$ cat src/rtl/rom_arb_pkg.sv
// Shared types and constants for the ROM arbiter: FSM state encoding,
// error-counter width and the round-robin pointer wrap helper.
package rom_arb_pkg;

    typedef enum logic [1:0] {
        ST_IDLE = 2'd0,
        ST_READ = 2'd1,
        ST_RESP = 2'd2
    } state_e;

    localparam int unsigned CNT_W = 32'd16;

    function automatic int unsigned rr_wrap_inc(input int unsigned idx, input int unsigned n);
        if (idx + 32'd1 >= n) begin
            return 32'd0;
        end else begin
            return idx + 32'd1;
        end
    endfunction

endpackage

$ cat src/rtl/rom_arbiter_rr_arbiter.sv
// Round-robin grant: the request vector is rotated so the pointer lands on
// bit 0, the lowest set bit wins, and the one-hot result is rotated back.
module rr_arbiter #(
    parameter int num_req = 2,
    parameter int idx_w   = 1
) (
    input  logic [num_req-1:0] req_i,
    input  logic [idx_w-1:0]   ptr_i,
    output logic [num_req-1:0] gnt_o
);

    logic [2*num_req-1:0] req_dbl_s;
    logic [num_req-1:0]   req_rot_s;
    logic [num_req-1:0]   gnt_rot_s;
    logic [2*num_req-1:0] gnt_dbl_s;
    logic                 hit_s;

    // rotate requests so the highest-priority requester sits at bit 0
    always_comb begin
        req_dbl_s = {req_i, req_i} >> ptr_i;
        req_rot_s = req_dbl_s[num_req-1:0];
    end

    // lowest set bit of the rotated vector wins
    always_comb begin
        gnt_rot_s = '0;
        hit_s     = 1'b0;
        for (int i = 0; i < num_req; i++) begin
            if (req_rot_s[i] && !hit_s) begin
                gnt_rot_s[i] = 1'b1;
                hit_s        = 1'b1;
            end else begin
                gnt_rot_s[i] = 1'b0;
            end
        end
    end

    // rotate the grant back into requester numbering
    always_comb begin
        gnt_dbl_s = {gnt_rot_s, gnt_rot_s} << ptr_i;
        gnt_o     = gnt_dbl_s[2*num_req-1:num_req];
    end

endmodule

$ cat src/rtl/rom_arbiter.sv
// Arbitrates num_req read ports onto one combinational ROM, one transaction
// at a time (IDLE -> READ -> RESP). Define ROM_ARB_ERRCNT_EN to enable the
// saturating error-response counter on err_cnt_o; otherwise it reads 0.
module rom_arbiter
    import rom_arb_pkg::*;
#(
    parameter int addr_width = 5,
    parameter int data_width = 16,
    parameter int num_req    = 2
) (
    input  logic                                 clk_i,
    input  logic                                 rst_ni,
    input  logic [num_req-1:0]                   req_valid_i,
    input  logic [num_req-1:0][addr_width-1:0]   req_addr_i,
    output logic [num_req-1:0]                   req_ready_o,
    output logic [num_req-1:0]                   rsp_valid_o,
    output logic [data_width-1:0]                rsp_data_o,
    output logic                                 rsp_error_o,
    input  logic [num_req-1:0]                   rsp_ready_i,
    output logic [addr_width-1:0]                rom_addr_o,
    input  logic [data_width-1:0]                rom_data_i,
    input  logic                                 rom_error_i,
    output logic [CNT_W-1:0]                     err_cnt_o
);

    localparam int idx_w = (num_req > 1) ? $clog2(num_req) : 1;

    state_e                state_q, state_d;
    logic [idx_w-1:0]      ptr_q, ptr_d;
    logic [idx_w-1:0]      idx_q, idx_d;
    logic [addr_width-1:0] addr_q, addr_d;
    logic [data_width-1:0] data_q, data_d;
    logic                  err_q, err_d;

    logic [num_req-1:0]    gnt_s;
    logic [idx_w-1:0]      gnt_idx_s;
    logic                  hs_s;
    logic                  rsp_done_s;

    rr_arbiter #(
        .num_req (num_req),
        .idx_w   (idx_w)
    ) u_rr (
        .req_i (req_valid_i),
        .ptr_i (ptr_q),
        .gnt_o (gnt_s)
    );

    // one-hot grant to index
    always_comb begin
        gnt_idx_s = '0;
        for (int i = 0; i < num_req; i++) begin
            gnt_idx_s = gnt_idx_s | (gnt_s[i] ? idx_w'(i) : '0);
        end
    end

    always_comb begin
        hs_s       = (state_q == ST_IDLE) && (|gnt_s);
        rsp_done_s = (state_q == ST_RESP) && rsp_ready_i[idx_q];
    end

    // next-state and transaction capture
    always_comb begin
        state_d = state_q;
        ptr_d   = ptr_q;
        idx_d   = idx_q;
        addr_d  = addr_q;
        data_d  = data_q;
        err_d   = err_q;
        case (state_q)
            ST_IDLE: begin
                if (hs_s) begin
                    state_d = ST_READ;
                    idx_d   = gnt_idx_s;
                    addr_d  = req_addr_i[gnt_idx_s];
                    ptr_d   = idx_w'(rr_wrap_inc(32'(gnt_idx_s), 32'(num_req)));
                end else begin
                    state_d = ST_IDLE;
                end
            end
            ST_READ: begin
                data_d  = rom_data_i;
                err_d   = rom_error_i;
                state_d = ST_RESP;
            end
            ST_RESP: begin
                if (rsp_done_s) begin
                    state_d = ST_IDLE;
                end else begin
                    state_d = ST_RESP;
                end
            end
            default: begin
                state_d = ST_IDLE;
            end
        endcase
    end

    // state registers
    always_ff @(posedge clk_i or negedge rst_ni) begin
        if (!rst_ni) begin
            state_q <= ST_IDLE;
            ptr_q   <= '0;
            idx_q   <= '0;
            addr_q  <= '0;
            data_q  <= '0;
            err_q   <= 1'b0;
        end else begin
            state_q <= state_d;
            ptr_q   <= ptr_d;
            idx_q   <= idx_d;
            addr_q  <= addr_d;
            data_q  <= data_d;
            err_q   <= err_d;
        end
    end

    // rst_ni gates the combinational grant so ready is low while reset is held
    always_comb begin
        rsp_valid_o = '0;
        if ((state_q == ST_IDLE) && rst_ni) begin
            req_ready_o = gnt_s;
        end else begin
            req_ready_o = '0;
        end
        if (state_q == ST_READ) begin
            rom_addr_o = addr_q;
        end else begin
            rom_addr_o = '0;
        end
        if (state_q == ST_RESP) begin
            rsp_valid_o[idx_q] = 1'b1;
            rsp_data_o         = data_q;
            rsp_error_o        = err_q;
        end else begin
            rsp_data_o  = '0;
            rsp_error_o = 1'b0;
        end
    end

`ifdef ROM_ARB_ERRCNT_EN
    logic [CNT_W-1:0] err_cnt_q, err_cnt_d;

    // saturating count of completed error responses
    always_comb begin
        if (rsp_done_s && err_q && (err_cnt_q != {CNT_W{1'b1}})) begin
            err_cnt_d = err_cnt_q + CNT_W'(1);
        end else begin
            err_cnt_d = err_cnt_q;
        end
    end

    // error counter register
    always_ff @(posedge clk_i or negedge rst_ni) begin
        if (!rst_ni) begin
            err_cnt_q <= '0;
        end else begin
            err_cnt_q <= err_cnt_d;
        end
    end

    assign err_cnt_o = err_cnt_q;
`else
    assign err_cnt_o = '0;
`endif

endmodule

$ cat config.mk
export PLATFORM = sky130hd
export DESIGN_NAME = rom_arbiter
export DESIGN_NICKNAME = d
export VERILOG_FILES = /design/src/rtl/rom_arb_pkg.sv /design/src/rtl/rom_arbiter_rr_arbiter.sv /design/src/rtl/rom_arbiter.sv
export SDC_FILE = /design/constraint.sdc
export NUM_CORES = 1
export LEC_CHECK = 0
export BUFFER_PORTS_ARGS = -buffer_cell sky130_fd_sc_hd__buf_4
export CORE_ASPECT_RATIO = 0.5
export CORE_MARGIN = 2
export CORE_UTILIZATION = 25
export CTS_CLUSTER_DIAMETER = 40
export CTS_CLUSTER_SIZE = 14
export DETAILED_ROUTE_END_ITERATION = 8
export PLACE_DENSITY_LB_ADDON = 0.15
export SYNTH_ARGS = -nofsm -noshare
export SYNTH_HDL_FRONTEND = slang
export SYNTH_SLANG_ARGS = --single-unit
$ cat constraint.sdc
create_clock -name clk_i -period 2.8 [get_ports clk_i]
set_clock_uncertainty 0.2 [all_clocks]
set_input_delay 0 -clock clk_i [delete_from_list [all_inputs] [get_ports clk_i]]
set_output_delay 0 -clock clk_i [all_outputs]
set_load 0.02 [all_outputs]
==> results by group, run 1 <==
Timing
  • TNS Setup: 0 ns
  • Slew HR: 64.0%
  • Worst hold margin: -0.00188 ns
  • Final WS setup: between 0.7 and 0.8 ns
  • RSZ-0062 raised after global routing: no
  • Period Utilization, post-route: around three quarters
  • Fmax: 486 MHz
  • Setup Viol. Count Final: 0
  • Worst-Margin Slew: roughly 0.54 ns
  • Hold Vio Cnt, Final: 2
  • Min Tclk post-route: ~2.1 ns
  • Max-slew violations: 0

Synth
  • Mux cell area share after synthesis: 14.1%
  • Synthesis Warnings: 0
  • Flop and latch count out of synthesis: 26
  • Synth Area in XOR/XNOR: 0%
  • Netlist cell types: 22
  • Post-Syn Instances: ~130
  • Synth area leaders: dfrtp_1, mux2_2, and2_1
  • Synth Cell Area: about 0.0014 mm²
  • Syn avg cell area: approximately 11 µm²
  • Synth Area in Simple Gates: between 10% and 20%
  • Complex-gate fraction of the synthesized area: about a tenth
  • Adder-cell share of the synthesized area: 0%
  • Sequential fraction of the synthesis area: 45.6%
  • Post-synth top area share: a little under half
  • Largest family of logic cells by synthesized area: simple AND/OR/NAND/NOR gates
  • Yosys top cell by area: dfrtp_1

Drt
  • Mean routed wirelength per cell: about 11 µm
  • Vias: around 1200
  • Number of remaining DRC errors: 0
  • Routed Wire Length: roughly 3200 µm
  • DRT iter0 DRCs: 25
  • Via density: between 4 and 5
  • DRT antenna net count: 0
  • First-pass iteration count of the detailed router: 4

Floorplan
  • Num ports: 75
  • Die area: between 0.006 and 0.007 mm²
  • DIE HEIGHT: around 57 µm
  • Die W: between 100 and 150 µm
  • Starting density of the core: 26.0%
  • Site Rows: 19
  • Core Area: ~0.0055 mm²

Worst setup path
  • Peak fanout along the critical path: 10
  • Worst Path Required: around 2.7 ns
  • Reg2Reg Setup Slack: approximately 0.74 ns
  • Kind of critical path: reg2reg
  • CP endpoint kind: flip-flop
  • Worst EP arrival: 2.00 ns
  • CP Launch Type: flip-flop

Power and ir drop
  • Pwr/cell area: 963 mW/mm²
  • Sw Ratio: 33.9%
  • Comb pwr share: 51.0%
  • Clock Power Share: 18.7%
  • P_int: 1450 µW
  • Max rail drop VDD: approximately 0.30 mV
  • NetSw: between 700 and 800 µW
  • Final Power: 2190 µW
  • P_leak: between 0.001 and 0.0015 µW
  • Flop pwr share: between 30% and 40%

Placement
  • Gpl congestion: 0.650
  • PortBufs: 58
  • Dpl ws: around 0.9 ns
  • Detailed Place HPWL: 2350 µm

Global routing
  • Largest net degree at the start of global routing: 29
  • Antenna violations before repair: 0
  • First-pass GRT wire length: 5200 µm
  • Vias in the first global route: ~1200
  • Total grt overflow: 0
  • Global Route Usage Sum: between 10% and 20%

Clock network
  • CTS Buf Count: 3
  • Skew-Pair Late Insertion Delay: between 0.2 and 0.3 ns
  • Post-cts sizing count: 0
  • Clk slew on worst S/H paths: roughly 0.060 ns
  • Post-CTS setup repair buffer count: 0
  • Num Clock Sinks: 26
  • Root Driver: clkbuf_16
  • Clock Path Buffers: 2
  • CTS tree: built
  • Htree depth: 1

Final layout
  • Layout fillers: between 500 and 600
  • Nets@finish: roughly 250
  • Core Util, Final: 41.4%
  • Synth-to-layout area growth: 59.2%
  • Reg area: between 600 and 700 µm²
  • Multi-input logic area: ~640 µm²
  • Antenna cells: 0
  • Most common cell after layout, fill and taps aside: buf_4
  • Layout cells sized above 1: 41.3%
  • Most frequent cells in the layout: buf_4, dlygate4sd3_1, dfrtp_1, and2_1, mux2_2

Hold path
  • Worst min-delay path class: in2async

Status
  • Status: finished, violations left
  • Violated checks: negative hold slack

Job
  • Max Cap Viol: 0
## power by group through the flow
stage / logic [µW] / registers, µW / clock network (µW)
3_5_place_dp: 1020 / 674 / 0
3_3_place_gp: 1010 / 670 / 0
2_1_floorplan: 739 / 642 / 0
5_1_grt: 1210 / 694 / 443
6_report: 1120 / 663 / 410
4_1_cts: 1140 / 667 / 423
## area by class of cell
class                   count  area share (%)
well taps                  73            4.02
clock inverters             1            1.32
repair buffers             92            33.9
inverters                   3           0.495
multi-input cells          93            28.3
clock buffers               3            3.30
flip-flops and latches     26            28.6
## cells by family after synthesis
family          Yosys count
flops                    26
other cells               1
buf+inv                  27
mux                      18
simple gates             39
compound gates           20
## cells in the mapped netlist (all sizes together)
master  count
dfrtp      26
and2       25
buf        21
mux2       17
a21oi       7
nand3       7
a31oi       6
o21ai       6
clkbuf      3
inv         3
nor2b       3
nor2        2
a21o        1
conb        1
mux2i       1
nand2b      1
or2         1
## state kept, by name, summed over array words and instances (netlist names)
signal   flops
data_q      16
addr_q       5
state_q      2
err_q        1
idx_q        1
ptr_q        1
## per-stage QoR
step	hold WS (ns)	instances	area (µm²)
after floorplan	-0.496	146	1480
after global placement	-0.257	255	1850
after detailed placement	-0.258	255	1850
after CTS	0.0107	291	2270
after global routing	0.0317	291	2270
final	-0.00188	291	2270
## repair_timing
| action | 4_1_cts | 5_1_grt |
|---|---|---|
| endpoints found under the setup margin | 0 | 0 |
| hold buffers | 32 | 0 |
| hold endpoints to repair | 51 | 0 |
## worst paths after layout
path,depth (start not counted),start,end
setup / recovery,4,state_q[1],addr_q[2]
hold / removal,2,rst_ni,data_q[4]
setup reg to reg,4,state_q[1],addr_q[2]
hold reg to reg,1,data_q[12],data_q[12]
max in group asynchronous,2,rst_ni,state_q[0]
min in group clk_i,4,req_valid_i[0],idx_q
## per-layer routing
metal  track usage [%]  wire length, µm  part of all wire [%]  vias up
met5                 0                0                     0        -
met4              2.14                0                     0        0
met3              2.34              157                   5.0        0
met2              18.8             1590                    50       33
met1              12.3             1420                    45      551
li1                  -                -                     -      581
## worst max-delay path, cell delays in order (launching register included)
cell and delay, ns:
dfrtp_1 0.40, nor2_2 0.38, and2_4 0.30, a31oi_2 0.09, dlygate4sd3_1 0.57
No activity file was read; power rests on OpenSTA's default activity.
==> inputs of run 2 (changes only) <==
Clock period 2.8 ns to 1.9 ns, I/O delays scaled along.
==> results by group, run 2 (synthesis results as in run 1) <==
Status
  • Status: finished, violations left
  • Violated checks: negative hold slack

Clock network
  • Skew-Pair Late Insertion Delay: 0.26 ns (about the same)
  • Clk slew on worst S/H paths: 0.06 ns (about the same)
  • Root Driver: clkbuf_16
  • CTS tree: built
  • Clock Path Buffers: 2 (unchanged)
  • Htree depth: 1 (unchanged)
  • Post-CTS setup repair buffer count: 0 (unchanged)
  • Num Clock Sinks: 26 (unchanged)
  • CTS Buf Count: 3 (unchanged)

Drt
  • Number of remaining DRC errors: 0 (unchanged)
  • Routed Wire Length: 3100 µm (-2.0%)
  • DRT iter0 DRCs: 34 (+36%)
  • Mean routed wirelength per cell: 10.7 µm (-2.0%)
  • Vias: 1168 (+0.26%)
  • DRT antenna net count: 0 (unchanged)
  • First-pass iteration count of the detailed router: 4 (unchanged)
  • Via density: 4.01 (+0.26%)

Placement
  • Detailed Place HPWL: 2270 µm (-3.1%)
  • Inst Count DP: 255 (unchanged)
  • Gpl congestion: 0.663 (+1.9%)
  • PortBufs: 58 (unchanged)

Final layout
  • Layout fillers: 540 (+0.56%)
  • Largest regs: data_q: 16 flops, addr_q: 5 flops, state_q: 2 flops
  • Max FFs per register: 16 (unchanged)
  • Layout cells sized above 1: 41.7% (+0.46 points)
  • Top reg by flops: data_q
  • Most common cell after layout, fill and taps aside: buf_4
  • Most frequent cells in the layout: buf_4, dlygate4sd3_1, dfrtp_1, and2_1, mux2_2
  • Antenna cells: 0 (unchanged)
  • Non-filler cells in the finished layout: 291 (unchanged)
  • Nets@finish: 252 (unchanged)
  • Synth-to-layout area growth: 59.0%

Hold path
  • Worst min-delay path class: in2async

Timing
  • Hold Vio Cnt, Final: 4 (+2)
  • RSZ-0062 raised after global routing: no
  • Setup Viol. Count Final: 0 (unchanged)
  • TNS Setup: 0 ns (unchanged)
  • Max-slew violations: 0 (unchanged)
  • Fmax: 573 MHz (+18%)
  • Worst hold margin: -0.00159 ns (+0.000297 ns)
  • Min Tclk post-route: 1.74 ns (-0.315 ns)
  • Period Utilization, post-route: 91.8% (+18 points)

Worst setup path
  • Kind of critical path: reg2reg
  • R2r endpoint: ptr_q
  • Worst EP arrival: 1.74 ns (-0.26 ns)
  • CP Launch Type: flip-flop
  • Crit path launch: state_q[1]
  • Worst Path Required: 1.90 ns (-0.84 ns)
  • R2R cell count: 4 (unchanged)
  • Peak fanout along the critical path: 10 (unchanged)
  • Reg2Reg Setup Slack: 0.16 ns (-0.59 ns)
  • CP endpoint kind: flip-flop
  • Reg2reg start: state_q[1]

Job
  • Max Cap Viol: 0 (unchanged)

Floorplan
  • DIE HEIGHT: 57.4 µm (unchanged)
  • Core Area: 0.00549 mm² (unchanged)
  • Num ports: 75 (unchanged)
  • Site Rows: 19 (unchanged)
  • Starting density of the core: 26.0% (unchanged)
  • Die area: 0.00637 mm² (unchanged)
  • Die W: 111 µm (unchanged)

Global routing
  • Global Route Usage Sum: 9.81% (-0.32 points)
  • First-pass GRT wire length: 5010 µm (-3.7%)
  • Vias in the first global route: 1101 (-5.4%)
  • Total grt overflow: 0 (unchanged)
  • Largest net degree at the start of global routing: 29 (unchanged)
  • Antenna violations before repair: 0 (unchanged)

Power and ir drop
  • Max rail drop VDD: 0.399 mV (+34%)
  • P_leak: 0.00106 µW (about the same)
  • Pwr/cell area: 1340 mW/mm² (+40%)
## run 2: metal layers
layer  vias to the layer above  global-route usage [%]  part of all wire, %  wire length [µm]
met4                         0                    3.75                  1.1                35
met2                        35                    17.1                   50              1560
li1                        578                       -                    -                 -
met1                       553                    12.0                   43              1330
met3                         2                    2.44                  5.9               184
met5                         -                       0                    0                 0
## run 2: area by class of cell
class | instances | area [µm²] | share of cell area [%]
flip-flops and latches | 26 | 651 | 28.7
clock buffers | 4 | 88.8 | 3.91
inverters | 3 | 11.3 | 0.496
repair buffers | 92 | 771 | 34.0
well taps | 73 | 91.3 | 4.02
multi-input cells | 93 | 657 | 28.9
## run 2: worst max-delay path by stage
| stage | end | slack (ns) | cells after the start |
|---|---|---|---|
| after floorplan | data_q[0] | 0.39 | 4 |
| after global placement | rsp_data_o[4] | 0.07 | 3 |
| after detailed placement | rsp_data_o[5] | 0.007 | 3 |
| after CTS | ptr_q | 0.06 | 4 |
| after global routing | ptr_q | 0.05 | 4 |
| final | ptr_q | 0.16 | 4 |
## run 2: power breakdown
group | switching (µW) | internal, µW | leakage (µW)
Clock | 182 | 322 | 0.0000442
Combinational | 751 | 810 | 0.000715
Sequential | 148 | 840 | 0.000304
Total | 1080 | 1970 | 0.00106
## run 2: through the flow
step	power, µW	hold slack [ns]	setup WS [ns]	cell area, µm²	util [%]
global placement	2470	-0.257	0.0699	1850	33.7
finish	3050	-0.00159	0.156	2270	41.3
CTS	3090	0.0146	0.0552	2260	41.1
detailed placement	2490	-0.256	0.00731	1850	33.7
floorplan	2040	-0.496	0.390	1480	-
global route	3270	0.0348	0.0540	2270	41.3
## run 2: repair_timing
item,in CTS,in global routing
endpoints found under the setup margin,19,1
gates resized for setup,1,2
hold buffers,32,0
hold endpoints to repair,51,0
pin swaps,0,0
## run 2: critical path: stages, from the launching register on
cell	delay (ns)
dfrtp_1	0.42
nor2_4	0.25
a21oi_1	0.10
a31oi_1	0.14
dlygate4sd3_1	0.56
==> inputs of run 3 (changes only) <==
--- a/constraint.sdc
+++ b/constraint.sdc
@@ -4,2 +4,2 @@
 set_output_delay 0 -clock clk_i [all_outputs]
-set_load 0.02 [all_outputs]
+set_load 0.005 [all_outputs]
==> results by group, run 3 (synthesis results as in run 1) <==
Clock network
  • Clock Path Buffers: 2 (unchanged)
  • Htree depth: 1 (unchanged)
  • Skew-Pair Late Insertion Delay: 0.26 ns (about the same)
  • Post-CTS setup repair buffer count: 0 (unchanged)
  • CTS Buf Count: 3 (unchanged)
  • Num Clock Sinks: 26 (unchanged)
  • Root Driver: clkbuf_16
  • Clk slew on worst S/H paths: 0.06 ns (about the same)
  • CTS tree: built

Worst setup path
  • Peak fanout along the critical path: 20 (+10)
  • Worst Path Required: 1.70 ns (-0.20 ns)
  • Kind of critical path: reg2out
  • Worst EP arrival: 1.55 ns (-0.19 ns)
  • CP endpoint kind: primary output
  • CP Launch Type: flip-flop

Timing
  • Setup Viol. Count Final: 0 (unchanged)
  • Worst-Margin Slew: a little over 0.6 ns
  • Slew HR: approximately three fifths
  • Min Tclk post-route: 1.75 ns (+0.00398 ns)
  • TNS Setup: 0 ns (unchanged)
  • Max-slew violations: 0 (unchanged)
  • RSZ-0062 raised after global routing: no
  • Hold Vio Cnt, Final: 0 (-4)
  • Period Utilization, post-route: 92.0% (+0.21 points)
  • Fmax: 572 MHz (-0.23%)
  • Final WS setup: 0.152 ns (-0.00399 ns)

Final layout
  • Layout cells sized above 1: 41.7% (unchanged)
  • Most frequent cells in the layout: buf_4, dlygate4sd3_1, dfrtp_1, and2_1, mux2_2
  • Largest regs: data_q: 16 flops, addr_q: 5 flops, state_q: 2 flops
  • Max FFs per register: 16 (unchanged)
  • Antenna cells: 0 (unchanged)
  • Synth-to-layout area growth: 59.8%
  • Nets@finish: 252 (unchanged)
  • Most common cell after layout, fill and taps aside: buf_4
  • Top reg by flops: data_q

Power and ir drop
  • Comb pwr share: 45.2% (-5.9 points)
  • NetSw: 854 µW (-21%)
  • Sw Ratio: 29.4% (-6.0 points)
  • Pwr/cell area: 1270 mW/mm² (-5.4%)
  • Flop pwr share: 33.9% (+1.5 points)
  • Max rail drop VDD: 0.522 mV (+31%)
  • Final Power: 2900 µW (-4.9%)
  • Clock Power Share: 20.9% (+4.4 points)
  • P_int: 2050 µW (+3.9%)
  • P_leak: 0.00107 µW (+0.40%)

Placement
  • Dpl ws: 0.0568 ns (+0.0495 ns)
  • Detailed Place HPWL: 2260 µm (-0.63%)
  • Gpl congestion: 0.663 (about the same)
  • PortBufs: 58 (unchanged)

Floorplan
  • Starting density of the core: 26.0% (unchanged)
  • Site Rows: 19 (unchanged)
  • DIE HEIGHT: 57.4 µm (unchanged)
  • Die W: 111 µm (unchanged)
  • Die area: 0.00637 mm² (unchanged)
  • Core Area: 0.00549 mm² (unchanged)
  • Num ports: 75 (unchanged)

Drt
  • Routed Wire Length: 3110 µm (+0.29%)
  • DRT antenna net count: 0 (unchanged)
  • Vias: 1185 (+1.5%)
  • Via density: 4.07 (+1.5%)
  • Mean routed wirelength per cell: 10.7 µm (+0.29%)
  • Number of remaining DRC errors: 0 (unchanged)
  • First-pass iteration count of the detailed router: 5 (+1)
  • DRT iter0 DRCs: 30 (-12%)

Job
  • Max Cap Viol: 0 (unchanged)

Global routing
  • Total grt overflow: 0 (unchanged)
  • Largest net degree at the start of global routing: 29 (unchanged)
  • First-pass GRT wire length: 4840 µm (-3.3%)
  • Vias in the first global route: 1049 (-4.7%)
  • Antenna violations before repair: 0 (unchanged)
  • Global Route Usage Sum: 9.41% (-0.40 points)

Hold path
  • Worst min-delay path class: in2async

Status
  • Status: complete, no violations
==> run 3: changes by cell type in the layout (fill, tap and decap cells not counted) <==
| cell | previous run | this run |
|---|---|---|
| bufinv_16 | 0 | 1 |
| clkbuf_8 | 1 | 0 |
| nor2b_2 | 1 | 2 |
| nor2b_4 | 1 | 0 |
==> run 3: cell type report <==
cell class | instances | area [µm²]
clock buffers | 3 | 75.1
clock inverters | 1 | 30.0
fillers | 527 | 3210
inverters | 3 | 11.3
multi-input cells | 93 | 652
flip-flops and latches | 26 | 651
well taps | 73 | 91.3
repair buffers | 92 | 771
==> run 3: routing by layer <==
layer / share of wire, % / track usage [%]
met2: 51 / 17.3
met3: 6.0 / 2.34
met4: 0.71 / 2.14
met1: 42 / 11.4
met5: 0 / 0
==> run 3: critical path, stage by stage, from the launching register on <==
cell and delay, ns:
dfrtp_1 0.41, nor2b_2 0.56, and2_1 0.22, buf_4 0.11
==> run 3: power by group through the flow <==
stage	Combinational, µW	Clock (µW)	Sequential (µW)
6_report	1310	607	984
5_1_grt	1430	646	1020
4_1_cts	1340	626	982
3_5_place_dp	1250	0	992
3_3_place_gp	1250	0	982
2_1_floorplan	855	0	946
==> run 3: stage by stage <==
step / instances / area [µm²] / util [%] / hold WS [ns]
after global placement: 255 / 1850 / 33.7 / -0.257
after CTS: 291 / 2280 / 41.4 / 0.0121
after floorplan: 146 / 1480 / - / -0.496
after global routing: 291 / 2280 / 41.5 / 0.0340
final: 291 / 2280 / 41.5 / 0.0000563
after detailed placement: 255 / 1850 / 33.7 / -0.256
==> run 3: repair_timing <==
item / 4_1_cts / 5_1_grt
setup endpoints to repair: 19 / 1
gates resized for setup: 1 / 1
hold buffers: 32 / 0
endpoints found under the hold margin: 51 / 0
==> run 3: path summary, 6_finish.rpt <==
kind,startpoint,end,slack [ns],cells past startpoint
setup / recovery,state_q[1],rsp_data_o[5],0.15,3
hold / removal,rst_ni,addr_q[2],0.00006,2
setup reg to reg,state_q[1],ptr_q,0.17,4
hold reg to reg,data_q[10],data_q[10],0.30,1
max in group asynchronous,rst_ni,data_q[0],1.23,2
min in group clk_i,req_valid_i[0],addr_q[0],0.06,4
